**src/rtl/roll_pkg.sv**
```systemverilog
// Shared constants, FSM states and the prescaler-to-window decode for roll mode.
// The scaler imports the same decode so its bit-window thresholds always match N.
package roll_pkg;

    localparam int unsigned SAMPLE_W  = 12;
    localparam int unsigned ACC_W     = 42;
    localparam int unsigned PRE_SHIFT = 12;
    localparam int unsigned PRESC_W   = 16;
    localparam int unsigned MAX_WIN   = 65536;
    localparam int unsigned WIN_W     = PRESC_W + 1;
    localparam int unsigned LOG_W     = 5;

    typedef enum logic [0:0] {
        StIdle,
        StAccum
    } state_e;

    // log2 of the smallest power of two >= prescaler, never below 1 (N >= 2).
    // Scanning downward lets the smallest matching exponent win.
    function automatic logic [LOG_W-1:0] win_log2(input logic [PRESC_W-1:0] presc);
        logic [LOG_W-1:0] lg;
        lg = LOG_W'(PRESC_W);
        for (int k = PRESC_W; k >= 1; k--) begin
            if (WIN_W'(presc) <= (WIN_W'(1) << k)) begin
                lg = LOG_W'(k);
            end
        end
        return lg;
    endfunction

endpackage

```
**src/rtl/roll_accumulator_if.sv**
```systemverilog
// Sample-stream input and window-sum output bundle of the roll-mode accumulator.
interface roll_accumulator_if;
    import roll_pkg::*;

    logic                enable;
    logic [PRESC_W-1:0]  prescaler;
    logic [SAMPLE_W-1:0] sample_in;
    logic                sample_valid;
    logic [ACC_W-1:0]    value;
    logic                value_valid;
    logic [WIN_W-1:0]    window_len;

    modport master (
        output enable, prescaler, sample_in, sample_valid,
        input  value, value_valid, window_len
    );

    modport slave (
        input  enable, prescaler, sample_in, sample_valid,
        output value, value_valid, window_len
    );

endinterface

```
**src/rtl/roll_window_decode.sv**
```systemverilog
// Combinational prescaler -> {N, log2 N} decoder for the roll-mode window.
module roll_window_decode
    import roll_pkg::*;
(
    input  logic [PRESC_W-1:0] prescaler_i,
    output logic [WIN_W-1:0]   win_len_o,
    output logic [LOG_W-1:0]   win_log2_o
);

    always_comb begin
        win_log2_o = win_log2(prescaler_i);
        win_len_o  = WIN_W'(1) << win_log2_o;
    end

endmodule

```
**src/rtl/roll_accumulator.sv**
```systemverilog
// Roll-mode decimating accumulator: sums N pre-shifted samples and strobes the
// completed window sum out for the scaler to narrow to a display sample.
module roll_accumulator
    import roll_pkg::*;
(
    input  logic               clk,
    input  logic               reset,
    roll_accumulator_if.slave  bus
);

    state_e               state_q, state_d;
    logic [ACC_W-1:0]     acc_q, acc_d;
    logic [PRESC_W-1:0]   cnt_q, cnt_d;
    logic [ACC_W-1:0]     value_q, value_d;
    logic                 value_valid_q, value_valid_d;
    logic [WIN_W-1:0]     window_len_q, window_len_d;
    logic [LOG_W-1:0]     win_log2_q, win_log2_d;

    logic [WIN_W-1:0]     dec_len;
    logic [LOG_W-1:0]     dec_log2;
    logic [ACC_W-1:0]     sample_ext;
    logic [ACC_W-1:0]     acc_sum;
    logic [PRESC_W-1:0]   last_idx;
    logic                 cnt_last;

    roll_window_decode u_decode (
        .prescaler_i (bus.prescaler),
        .win_len_o   (dec_len),
        .win_log2_o  (dec_log2)
    );

    always_comb begin
        sample_ext = ACC_W'(bus.sample_in) << PRE_SHIFT;
        acc_sum    = acc_q + sample_ext;
        // For N = 65536 the 16-bit shift wraps to 0, so last_idx becomes 16'hFFFF.
        last_idx   = (PRESC_W'(1) << win_log2_q) - PRESC_W'(1);
        cnt_last   = (cnt_q == last_idx);
    end

    always_comb begin
        state_d       = state_q;
        acc_d         = acc_q;
        cnt_d         = cnt_q;
        value_d       = value_q;
        value_valid_d = 1'b0;
        window_len_d  = window_len_q;
        win_log2_d    = win_log2_q;

        unique case (state_q)
            StIdle: begin
                acc_d = '0;
                cnt_d = '0;
                if (bus.enable) begin
                    window_len_d = dec_len;
                    win_log2_d   = dec_log2;
                    state_d      = StAccum;
                end
            end
            StAccum: begin
                if (!bus.enable) begin
                    acc_d   = '0;
                    cnt_d   = '0;
                    state_d = StIdle;
                end else if (bus.sample_valid) begin
                    if (cnt_last) begin
                        value_d       = acc_sum;
                        value_valid_d = 1'b1;
                        acc_d         = '0;
                        cnt_d         = '0;
                        window_len_d  = dec_len;
                        win_log2_d    = dec_log2;
                    end else begin
                        acc_d = acc_sum;
                        cnt_d = cnt_q + PRESC_W'(1);
                    end
                end
            end
            default: state_d = StIdle;
        endcase
    end

    always_ff @(posedge clk) begin
        if (reset) begin
            state_q       <= StIdle;
            acc_q         <= '0;
            cnt_q         <= '0;
            value_q       <= '0;
            value_valid_q <= 1'b0;
            window_len_q  <= WIN_W'(2);
            win_log2_q    <= LOG_W'(1);
        end else begin
            state_q       <= state_d;
            acc_q         <= acc_d;
            cnt_q         <= cnt_d;
            value_q       <= value_d;
            value_valid_q <= value_valid_d;
            window_len_q  <= window_len_d;
            win_log2_q    <= win_log2_d;
        end
    end

    assign bus.value       = value_q;
    assign bus.value_valid = value_valid_q;
    assign bus.window_len  = window_len_q;

endmodule
```
**src/flat_wrapper.sv**
```systemverilog
// flat-port wrapper written by rule: the top's interface ports become plain ports
module roll_accumulator_flat import roll_pkg::*;
  (clk, reset, bus_enable, bus_prescaler, bus_sample_in, bus_sample_valid, bus_value, bus_value_valid, bus_window_len);
  roll_accumulator_if bus_i ();
  input  logic clk;
  input  logic reset;
  input wire logic [$bits(bus_i.enable)-1:0] bus_enable;
  input wire logic [$bits(bus_i.prescaler)-1:0] bus_prescaler;
  input wire logic [$bits(bus_i.sample_in)-1:0] bus_sample_in;
  input wire logic [$bits(bus_i.sample_valid)-1:0] bus_sample_valid;
  output wire logic [$bits(bus_i.value)-1:0] bus_value;
  output wire logic [$bits(bus_i.value_valid)-1:0] bus_value_valid;
  output wire logic [$bits(bus_i.window_len)-1:0] bus_window_len;
  assign bus_i.enable = bus_enable;
  assign bus_i.prescaler = bus_prescaler;
  assign bus_i.sample_in = bus_sample_in;
  assign bus_i.sample_valid = bus_sample_valid;
  assign bus_value = bus_i.value;
  assign bus_value_valid = bus_i.value_valid;
  assign bus_window_len = bus_i.window_len;
  roll_accumulator u_core (.clk(clk), .reset(reset), .bus(bus_i));
endmodule
```
**config.mk**
```make
export PLATFORM = sky130hd
export DESIGN_NAME = roll_accumulator_flat
export DESIGN_NICKNAME = d
export VERILOG_FILES = /design/src/rtl/roll_pkg.sv /design/src/rtl/roll_accumulator_if.sv /design/src/rtl/roll_window_decode.sv /design/src/rtl/roll_accumulator.sv /design/src/flat_wrapper.sv
export SDC_FILE = /design/constraint.sdc
export NUM_CORES = 1
export LEC_CHECK = 0
export CAP_MARGIN = 20
export CORE_ASPECT_RATIO = 1.4
export CORE_MARGIN = 2
export CORE_UTILIZATION = 55
export DETAILED_ROUTE_END_ITERATION = 16
export HOLD_SLACK_MARGIN = 0.02
export PLACE_DENSITY = 0.81
export SLEW_MARGIN = 5
export SYNTH_ARGS = -nofsm -noshare
export SYNTH_HDL_FRONTEND = slang
export SYNTH_SLANG_ARGS = --single-unit
```
**constraint.sdc**
```tcl
create_clock -name clk -period 4.6 [get_ports clk]
set_input_delay 0.46 -clock clk [delete_from_list [all_inputs] [get_ports clk]]
set_output_delay 0.46 -clock clk [all_outputs]
set_load 0.03 [all_outputs]
```
**Word level (Yosys, flattened, before mapping)**

Cells that the tools add are included.

- Add/sub/neg operators: 3
- $mul: 0
- Divide/modulo/power cells: 0
- $lt $le $gt $ge: 15
- Equal/unequal tests: 6
- Shift-type cells: 2
- Multiplexer cells: 35
- Bitwise gates (word level): 3
- Reduce and logical (&&, ||, !) cells: 3

Operator list:

| operator | number |
|---|---|
| $mux 42 | 3 |
| $mux 5 | 19 |
| $pmux 42 s2 | 1 |
| $mux 17 | 4 |
| $mux 16 | 3 |
| $add 42x24->42 | 1 |
| $pmux 17 s2 | 1 |
| $pmux 16 s2 | 1 |
| $shl 1x5->17 const A | 1 |
| $add 16x1->16 const B | 1 |
| $eq 16x16->1 | 1 |
| $le 16x10->1 const B | 1 |
| $le 16x11->1 const B | 1 |
| $le 16x12->1 const B | 1 |
| $le 16x13->1 const B | 1 |
| $le 16x14->1 const B | 1 |
| $le 16x15->1 const B | 1 |
| $le 16x16->1 const B | 1 |
| $le 16x2->1 const B | 1 |
| $le 16x3->1 const B | 1 |
| $le 16x4->1 const B | 1 |
| $le 16x5->1 const B | 1 |
| $le 16x6->1 const B | 1 |
| $le 16x7->1 const B | 1 |
| 11 further kinds | 18 |

- Bits in registers: 124
- Latch bits: 0
- RAM bits: 0
- ROM bits: 0
- Input bits: 32
- Output and inout bits: 60
- Word-level logic and storage cells: 74
- Memories kept: 0

**Longest topological paths before layout**

Gate-level depths: netlist of the first run.

- Depth in word-level cells: 21
- Mapped depth: 17
- Gate-level depth less buffers: 11

**Cells and area by module**

A second synthesis of the first run with hierarchy kept.

- Cells, all modules: 889
- Area, all modules: 6907.9 um2

By module, submodules not included:

| module | times used | cells an instance | area an instance (um2) | seq. area each (um2) |
|---|---|---|---|---|
| roll_accumulator | 1 | 788 | 6238.5 | 2001.9 |
| roll_window_decode | 1 | 101 | 669.4 | 0.0 |

**Worst setup path after synthesis of the first run**

No wires, ideal clock.

- Path kind: reg2reg
- Start: register u_core.win_log2_q[2]
- End: register u_core.cnt_q[10]
- Library setup time: 72 ps
- Arrival time: 3140 ps
- Required time: 4528 ps
- Path slack: 1388 ps
- Cell stages (with the launch flop): 17
- Path buffers: 5
- Period minus slack after synthesis: 3212 ps
- Path through: dfxtp_1 > buf_2 > buf_2 > nor3_1 > nand3b_1 > ha_1 > clkbuf_1 > or4_1 > a21oi_1 > nor3_1 > o2111ai_1 > nor2_1 > a211oi_2 > buf_2 > buf_4 > nand2_1 > mux2i_1

- Longest elaborated chain between the ends: 7

RTL lines:

| what | line | text |
|---|---|---|
| start: declaration | roll_accumulator.sv:17 | `logic [LOG_W-1:0] win_log2_q, win_log2_d;` |
| start signal: assignment | roll_accumulator.sv:98 | `win_log2_q <= win_log2_d;` |
| $shl 1x5->16 | roll_accumulator.sv:36 | `last_idx = (PRESC_W'(1) << win_log2_q) - PRESC_W'(1);` |
| $sub 16x2->16 | roll_accumulator.sv:36 |  |
| $eq 16x16->1 | roll_accumulator.sv:37 | `cnt_last = (cnt_q == last_idx);` |
| $mux 16 | roll_accumulator.sv:65 | `if (cnt_last) begin` |
| $mux 16 | roll_accumulator.sv:64 | `end else if (bus.sample_valid) begin` |
| $mux 16 | roll_accumulator.sv:60 | `if (!bus.enable) begin` |
| $pmux 16 s2 | roll_accumulator.sv:49 | `unique case (state_q)` |
| end signal: assignment | roll_accumulator.sv:94 | `cnt_q <= cnt_d;` |
| end: declaration | roll_accumulator.sv:13 | `logic [PRESC_W-1:0] cnt_q, cnt_d;` |

No other way between the ends. The select of a mux whose other input is x is not followed.
A chain may end at the register's enable or synchronous reset.

**Final worst setup path of the first run**

- Start: register u_core.win_log2_q[2]
- End: register u_core.acc_q[26]

- Longest elaborated chain between the ends: 7

RTL lines:

| what | line | text |
|---|---|---|
| $shl 1x5->16 | roll_accumulator.sv:36 |  |
| $sub 16x2->16 | roll_accumulator.sv:36 |  |
| $eq 16x16->1 | roll_accumulator.sv:37 |  |
| $mux 42 | roll_accumulator.sv:65 |  |
| $mux 42 | roll_accumulator.sv:64 |  |
| $mux 42 | roll_accumulator.sv:60 |  |
| $pmux 42 s2 | roll_accumulator.sv:49 |  |
| end signal: assignment | roll_accumulator.sv:85 | `acc_q <= '0;` |
| end signal: assignment | roll_accumulator.sv:93 | `acc_q <= acc_d;` |
| end: declaration | roll_accumulator.sv:12 | `logic [ACC_W-1:0] acc_q, acc_d;` |

No other way between the ends. The select of a mux whose other input is x is not followed.

==> results of run 1 <==
[cell families after synthesis]
kind of cell	Yosys count	share of synthesized area, %
AOI/OAI and AO/OA	160	18.5
xor gates and xnor gates	41	6.12
adders and majority gates	15	3.32
buffers and inverters	83	6.86
DFF	100	34.1
muxes	52	8.86
other	1	0.0639
and+or+nand+nor	251	22.2
[flip-flops by register name (all words and copies together) (netlist names)]
signal                  cells
u_core.bus.window_len      17
u_core.cnt_q               16
u_core.bus.value           30
u_core.acc_q               30
u_core.state_q              1
u_core.bus.value_valid      1
u_core.win_log2_q           5
[stage by stage]
stage          area [µm²]  total power [mW]  hold slack (ns)
2_1_floorplan        5910              1.05            0.460
3_3_place_gp         6650              1.11            0.441
6_report             6990              1.92            0.456
3_5_place_dp         6650              1.11            0.449
4_1_cts              6970              1.93            0.458
5_1_grt              6990              1.98            0.491
[per-layer routing]
metal	vias up	track usage (%)	routed length [µm]	part of all wire [%]
li1	2611	-	-	-
met1	2525	29.3	5990	42
met2	138	45.0	7520	52
met3	30	3.23	531	3.7
met4	0	11.2	354	2.5
met5	-	0	0	0
[cell type report]
cell class | instances | area, µm² | share of cell area, %
clock buffer | 11 | 243 | 3.47
clock inverter | 5 | 82.6 | 1.18
inverter | 25 | 93.8 | 1.34
multi-input combinational | 531 | 3530 | 50.5
sequential | 100 | 2000 | 28.6
tap | 138 | 173 | 2.47
timing repair buffer | 89 | 868 | 12.4
[cells in the final DEF, fill, tap and decap left out, types with 6 or more instances in the layout]
cell type / Yosys / routed
nor2_1: 66 / 66
nand4_1: 18 / 18
ha_1: 14 / 14
dfxtp_1: 100 / 100
nand2_1: 47 / 47
o21ai_0: 31 / 31
o2bb2ai_1: 6 / 6
mux2i_1: 52 / 52
a21o_1: 6 / 6
nor3_1: 11 / 10
nand3_1: 34 / 33
clkbuf_16: 0 / 9
inv_1: 25 / 25
buf_4: 14 / 9
nand3b_1: 10 / 10
clkdlybuf4s50_1: 0 / 78
a21oi_1: 52 / 52
xnor2_1: 32 / 32
xor2_1: 9 / 9
and3_1: 17 / 17
and2_1: 6 / 6
conb_1: 1 / 12
a22oi_1: 15 / 15
[critical path, cell delays in order (launching register included)]
cell      delay (ns)
dfxtp_1         0.70
nor3_1          0.16
nand3b_1        0.12
ha_1            0.35
o21a_1          0.35
mux2i_1         0.12
a211oi_1        0.40
nor2_1          0.25
a211oi_4        0.27
buf_4           0.51
nand4_1         0.20
mux2i_1         0.19
[path summary, 6_finish.rpt]
path,from,to,cells after the start,slack [ns]
setup / recovery,u_core.win_log2_q[2]$_SDFFE_PP0P_,u_core.acc_q[26]$_SDFFE_PP0P_,11,0.88
hold / removal,u_core.bus.window_len[2]$_SDFFE_PP0P_,u_core.bus.window_len[2]$_SDFFE_PP0P_,2,0.46
setup reg to reg,u_core.win_log2_q[2]$_SDFFE_PP0P_,u_core.acc_q[26]$_SDFFE_PP0P_,11,0.88
hold reg to reg,u_core.bus.window_len[2]$_SDFFE_PP0P_,u_core.bus.window_len[2]$_SDFFE_PP0P_,2,0.46
[power groups by stage]
stage / logic (mW) / clock network [mW] / registers [mW]
after floorplan: 0.155 / 0 / 0.899
after global placement: 0.205 / 0 / 0.903
after detailed placement: 0.209 / 0 / 0.904
after CTS: 0.211 / 0.832 / 0.884
after global routing: 0.233 / 0.858 / 0.885
final: 0.213 / 0.819 / 0.884
==> impl_metrics.csv, run 1 <==
group,metric,value,unit
finish,fill_cells,819,
finish,syn2layout_area_growth,19.0,%
finish,num_antenna_cells,0,
clocking,cts.repair.resized,0,
pwr,pwr-share-seq,46.1,%
drt,avgViaCountPerCell,5.90,
pwr,irDropWorstVdd,0.000241,V
sta,final-max-slew-violation-count,0,
sta,setup_viol,0,
pwr,comb_power_share,11.1,%
drt,antenna_left,0,
sta,timing.final.ws_setup,0.885,ns
clocking,cts_tree,"yes",
drt,vias,5304,
finish,drive_gt1_share,6.04,%
global_route,grt_antenna_before_repair,0,
pwr,p_int,1.45,mW
floorplanning,rows,44,
pwr,clkPwrFrac,42.7,%
sta,worst_pin_slew,1.05,ns
clocking,cts_made_buffers,9,
logic_synthesis,syn_avg_cell_area,8.35,µm²
logic_synthesis,syn-cell-area,5870,µm²
clocking,cts_setup_buffers,0,
floorplanning,ioPinCount,92,
clocking,cts.sinks,100,
global_route,grt_overflow,0,
logic_synthesis,synth_commonest_cells,"100 x dfxtp_1, 66 x nor2_1, 52 x a21oi_1, 52 x mux2i_1, 47 x nand2_1",
logic_synthesis,syn_inst,703,
setup_path,cp-end-kind,"flip-flop",
finish,layout.cells.non_filler,899,
floorplanning,chipWidth,91.3,µm
pwr,p_sw,0.463,mW
logic_synthesis,synth_cell_type_count,73,
drt,wl_per_cell,16.0,µm
place,place_worst_setup_slack,0.792,ns
clocking,clockRootBuffer,"clkbuf_16",
floorplanning,dieArea,11500,µm²
drt,drt_first_pass_iters,5,
sta,rsz0062_at_grt,"false",
place,portBuffers,79,
setup_path,critPathLaunchType,"flip-flop",
logic_synthesis,ys_ff_latch,100,
drt,drc_errors,0,
hold_path,hp-class,"reg2reg",
logic_synthesis,yosys.area.top_type,"dfxtp_1",
status,status,"complete, no violations",
floorplanning,coreArea,10400,µm²
global_route,grt_pass1_vias,5164,
pwr,power_density,274,nW/µm²
logic_synthesis,synth_top_area_share,34.1,%
global_route,grt_first_pass_wirelength,24000,µm
clocking,htree_levels,3,
pwr,swShare,24.2,%
logic_synthesis,yosysMostFrequentCell,"dfxtp_1",
logic_synthesis,yosysWarnings,0,
sta,relSlewSlack,29.9,%
sta,period_needed,3.72,ns
logic_synthesis,synthArstFlopShare,0,%
clocking,worstSkewPairLatency,0.34,ns
global_route,grt_max_degree,60,
finish,nNetsFinal,803,
floorplanning,die_height,126,µm
logic_synthesis,synthFlopType,"dfxtp_1",
logic_synthesis,synth_area_leaders,"dfxtp_1 34%, mux2i_1 8.9%, xnor2_1 4.8%",
clocking,path_clk_slew,0.07,ns
floorplanning,start_util,56.4,%
sta,finalClockSkew,0.00749,ns
finish,utilization,67.2,%
logic_synthesis,synth-edff-count,0,
setup_path,cp.required,4.87,ns
sta,fmax,269,MHz
sta,finalCritPeriodShare,80.8,%
setup_path,setup.worst_path.class,"reg2reg",
drt,dr.first_iter.drc_count,313,
drt,routed_wl,14400,µm
place,place_congestion,0.878,
setup_path,crit_fanout,59,
run,cap_violations,0,
global_route,track_usage,25.0,%
logic_synthesis,seq_area_frac_synth,34.1,%
sta,finalHoldViolations,0,
clocking,clockBufferDepth,2,
pwr,leakagePower,2.70,nW
clocking,ctsHoldBuffers,0,
setup_path,arrival,3.98,ns
place,hpwlAfterDp,10200,µm
place,dp_cells,882,
sta,setup_tns,0,ns
No activity file was read; power rests on OpenSTA's default activity.
==> run 2, diff against run 1 <==
- clock period: 4.6 -> 3.7 ns (I/O delays scaled with it)
==> run 2 against run 1 <==
Clock power increased by 15%. Core utilization increased by 0.53 points. Cell count increased by 1.0%. Count of clock-buffer cells in the layout increased by 1. Global-route usage decreased by 0.22 points. Worst hold slack improved by 0.0022 ns. First-iteration DRC count decreased by 12%. Power increased by 21%. Sequential share of layout area decreased by 0.22 points. Critical endpoint is now u_core.bus.window_len[7]$_SDFFE_PP0P_. Largest cell class unchanged. Via count increased by 0.75%. Highest routed layer unchanged. Flip-flop and latch count unchanged. Non-clock buffer count increased by 9.
==> impl_metrics.csv, run 2 (same netlist as run 1, synthesis figures left out) <==
group,metric,value,unit
status,status,"complete, no violations",
sta,rsz0062_at_grt,"false",
drt,wl_per_cell,15.9,µm
sta,period_needed,3.35,ns
finish,syn2layout_area_growth,19.9,%
finish,num_antenna_cells,0,
sta,finalCritPeriodShare,90.5,%
finish,drive_gt1_share,7.01,%
finish,final_cell_mix,"100 x dfxtp_1, 78 x clkdlybuf4s50_1, 66 x nor2_1, 52 x mux2i_1, 52 x a21oi_1",
setup_path,crit_fanout,15,
place,dp_cells,892,
pwr,p_int,1.74,mW
global_route,grt_pass1_vias,5162,
sta,setup_tns,0,ns
pwr,swShare,24.7,%
hold_path,min_path_cells,2,
clocking,cts.repair.resized,0,
drt,drc_errors,0,
sta,fmax,299,MHz
global_route,grt_overflow,0,
run,cap_violations,0,
drt,dr.first_iter.drc_count,276,
sta,worst_pin_slew,1.04,ns
clocking,cts.sinks,100,
finish,final_common_cell,"dfxtp_1",
drt,avgViaCountPerCell,5.89,
sta,finalClockSkew,0.00706,ns
pwr,leakagePower,2.73,nW
pwr,power_density,328,nW/µm²
place,portBuffers,79,
place,place_worst_setup_slack,0.348,ns
drt,routed_wl,14400,µm
setup_path,cp-end-kind,"flip-flop",
sta,hold_slack,0.459,ns
floorplanning,ioPinCount,92,
hold_path,hp-class,"reg2reg",
setup_path,cp.required,3.96,ns
clocking,cts_tree,"yes",
drt,vias,5344,
setup_path,setup.worst_path.class,"reg2reg",
place,hpwlAfterDp,10600,µm
clocking,ctsHoldBuffers,0,
global_route,grt_max_degree,60,
global_route,grt_first_pass_wirelength,23700,µm
pwr,irDropWorstVdd,0.000318,V
floorplanning,chipWidth,91.3,µm
clocking,worstSkewPairLatency,0.34,ns
clocking,cts_setup_buffers,0,
pwr,clkPwrFrac,40.6,%
setup_path,critPathLaunchType,"flip-flop",
floorplanning,rows,44,
global_route,grt_antenna_before_repair,0,
drt,drt_first_pass_iters,5,
place,place_congestion,0.900,
setup_path,slowest_stage,"or4_1",
floorplanning,coreArea,10400,µm²
setup_path,arrival,3.61,ns
sta,timing.final.ws_setup,0.351,ns
floorplanning,dieArea,11500,µm²
setup_path,cpPeakStageDelay,0.45,ns
sta,setup_viol,0,
floorplanning,start_util,56.4,%
setup_path,r2r_cells,12,
finish,layout.cells.non_filler,908,
finish,nNetsFinal,812,
sta,final-max-slew-violation-count,0,
floorplanning,die_height,126,µm
pwr,pwr-share-seq,47.2,%
clocking,path_clk_slew,0.07,ns
setup_path,crit_chain,"nor2_1 -> nand2_1 -> ha_1 -> or4_1 -> a21oi_1 -> o21a_1 -> o2111ai_1 -> nor3_1 -> a21oi_2 -> buf_4 -> or3b_1 -> o2bb2ai_1",
drt,antenna_left,0,
finish,utilization,67.7,%
global_route,track_usage,24.8,%
clocking,clockBufferDepth,2,
pwr,p_sw,0.570,mW
sta,relSlewSlack,30.1,%
clocking,htree_levels,3,
clocking,cts_made_buffers,9,
sta,finalHoldViolations,0,
clocking,clockRootBuffer,"clkbuf_16",
pwr,comb_power_share,12.2,%
[run 2: area by class of cell]
| type | instances | area [µm²] |
|---|---|---|
| Timing Repair Buffer | 98 | 953 |
| Fill cell | 807 | 3360 |
| Tap cell | 138 | 173 |
| Clock buffer | 12 | 246 |
| Multi-Input combinational cell | 531 | 3530 |
| Clock inverter | 4 | 48.8 |
| Sequential cell | 100 | 2000 |
| Inverter | 25 | 93.8 |
[run 2: through the flow]
stage	instance area (µm²)	total power, mW
2_1_floorplan	5910	1.31
3_3_place_gp	6750	1.39
3_5_place_dp	6750	1.40
4_1_cts	7040	2.32
5_1_grt	7040	2.39
6_report	7040	2.31
[run 2: worst max-delay path, delay by kind of cell (launching register included)]
kind / cells / cell delay, ns
compound gates: 5 / 0.81
fa+ha+maj: 1 / 0.33
buf+inv: 1 / 0.20
flops: 1 / 0.42
simple gates: 5 / 1.50
[run 2: power groups by stage]
stage / logic, mW / clock network (mW) / registers [mW]
final: 0.282 / 0.939 / 1.09
after CTS: 0.281 / 0.948 / 1.09
after global routing: 0.308 / 0.991 / 1.09
after global placement: 0.273 / 0 / 1.12
after detailed placement: 0.279 / 0 / 1.12
after floorplan: 0.192 / 0 / 1.12
[run 2: final timing paths]
path / start / to / slack, ns
max reg2reg: u_core.win_log2_q[4]$_SDFFE_PP0P_ / u_core.bus.window_len[7]$_SDFFE_PP0P_ / 0.35
min reg2reg: u_core.bus.window_len[8]$_SDFFE_PP0P_ / u_core.bus.window_len[8]$_SDFFE_PP0P_ / 0.46
max: u_core.win_log2_q[4]$_SDFFE_PP0P_ / u_core.bus.window_len[7]$_SDFFE_PP0P_ / 0.35
min: u_core.bus.window_len[8]$_SDFFE_PP0P_ / u_core.bus.window_len[8]$_SDFFE_PP0P_ / 0.46
[run 2: layer usage]
layer | vias up | wire length, µm | track usage (%)
li1 | 2627 | - | -
met1 | 2538 | 5740 | 27.7
met2 | 156 | 7810 | 47.3
met3 | 23 | 599 | 3.95
met4 | 0 | 249 | 7.75
met5 | - | 0 | 0
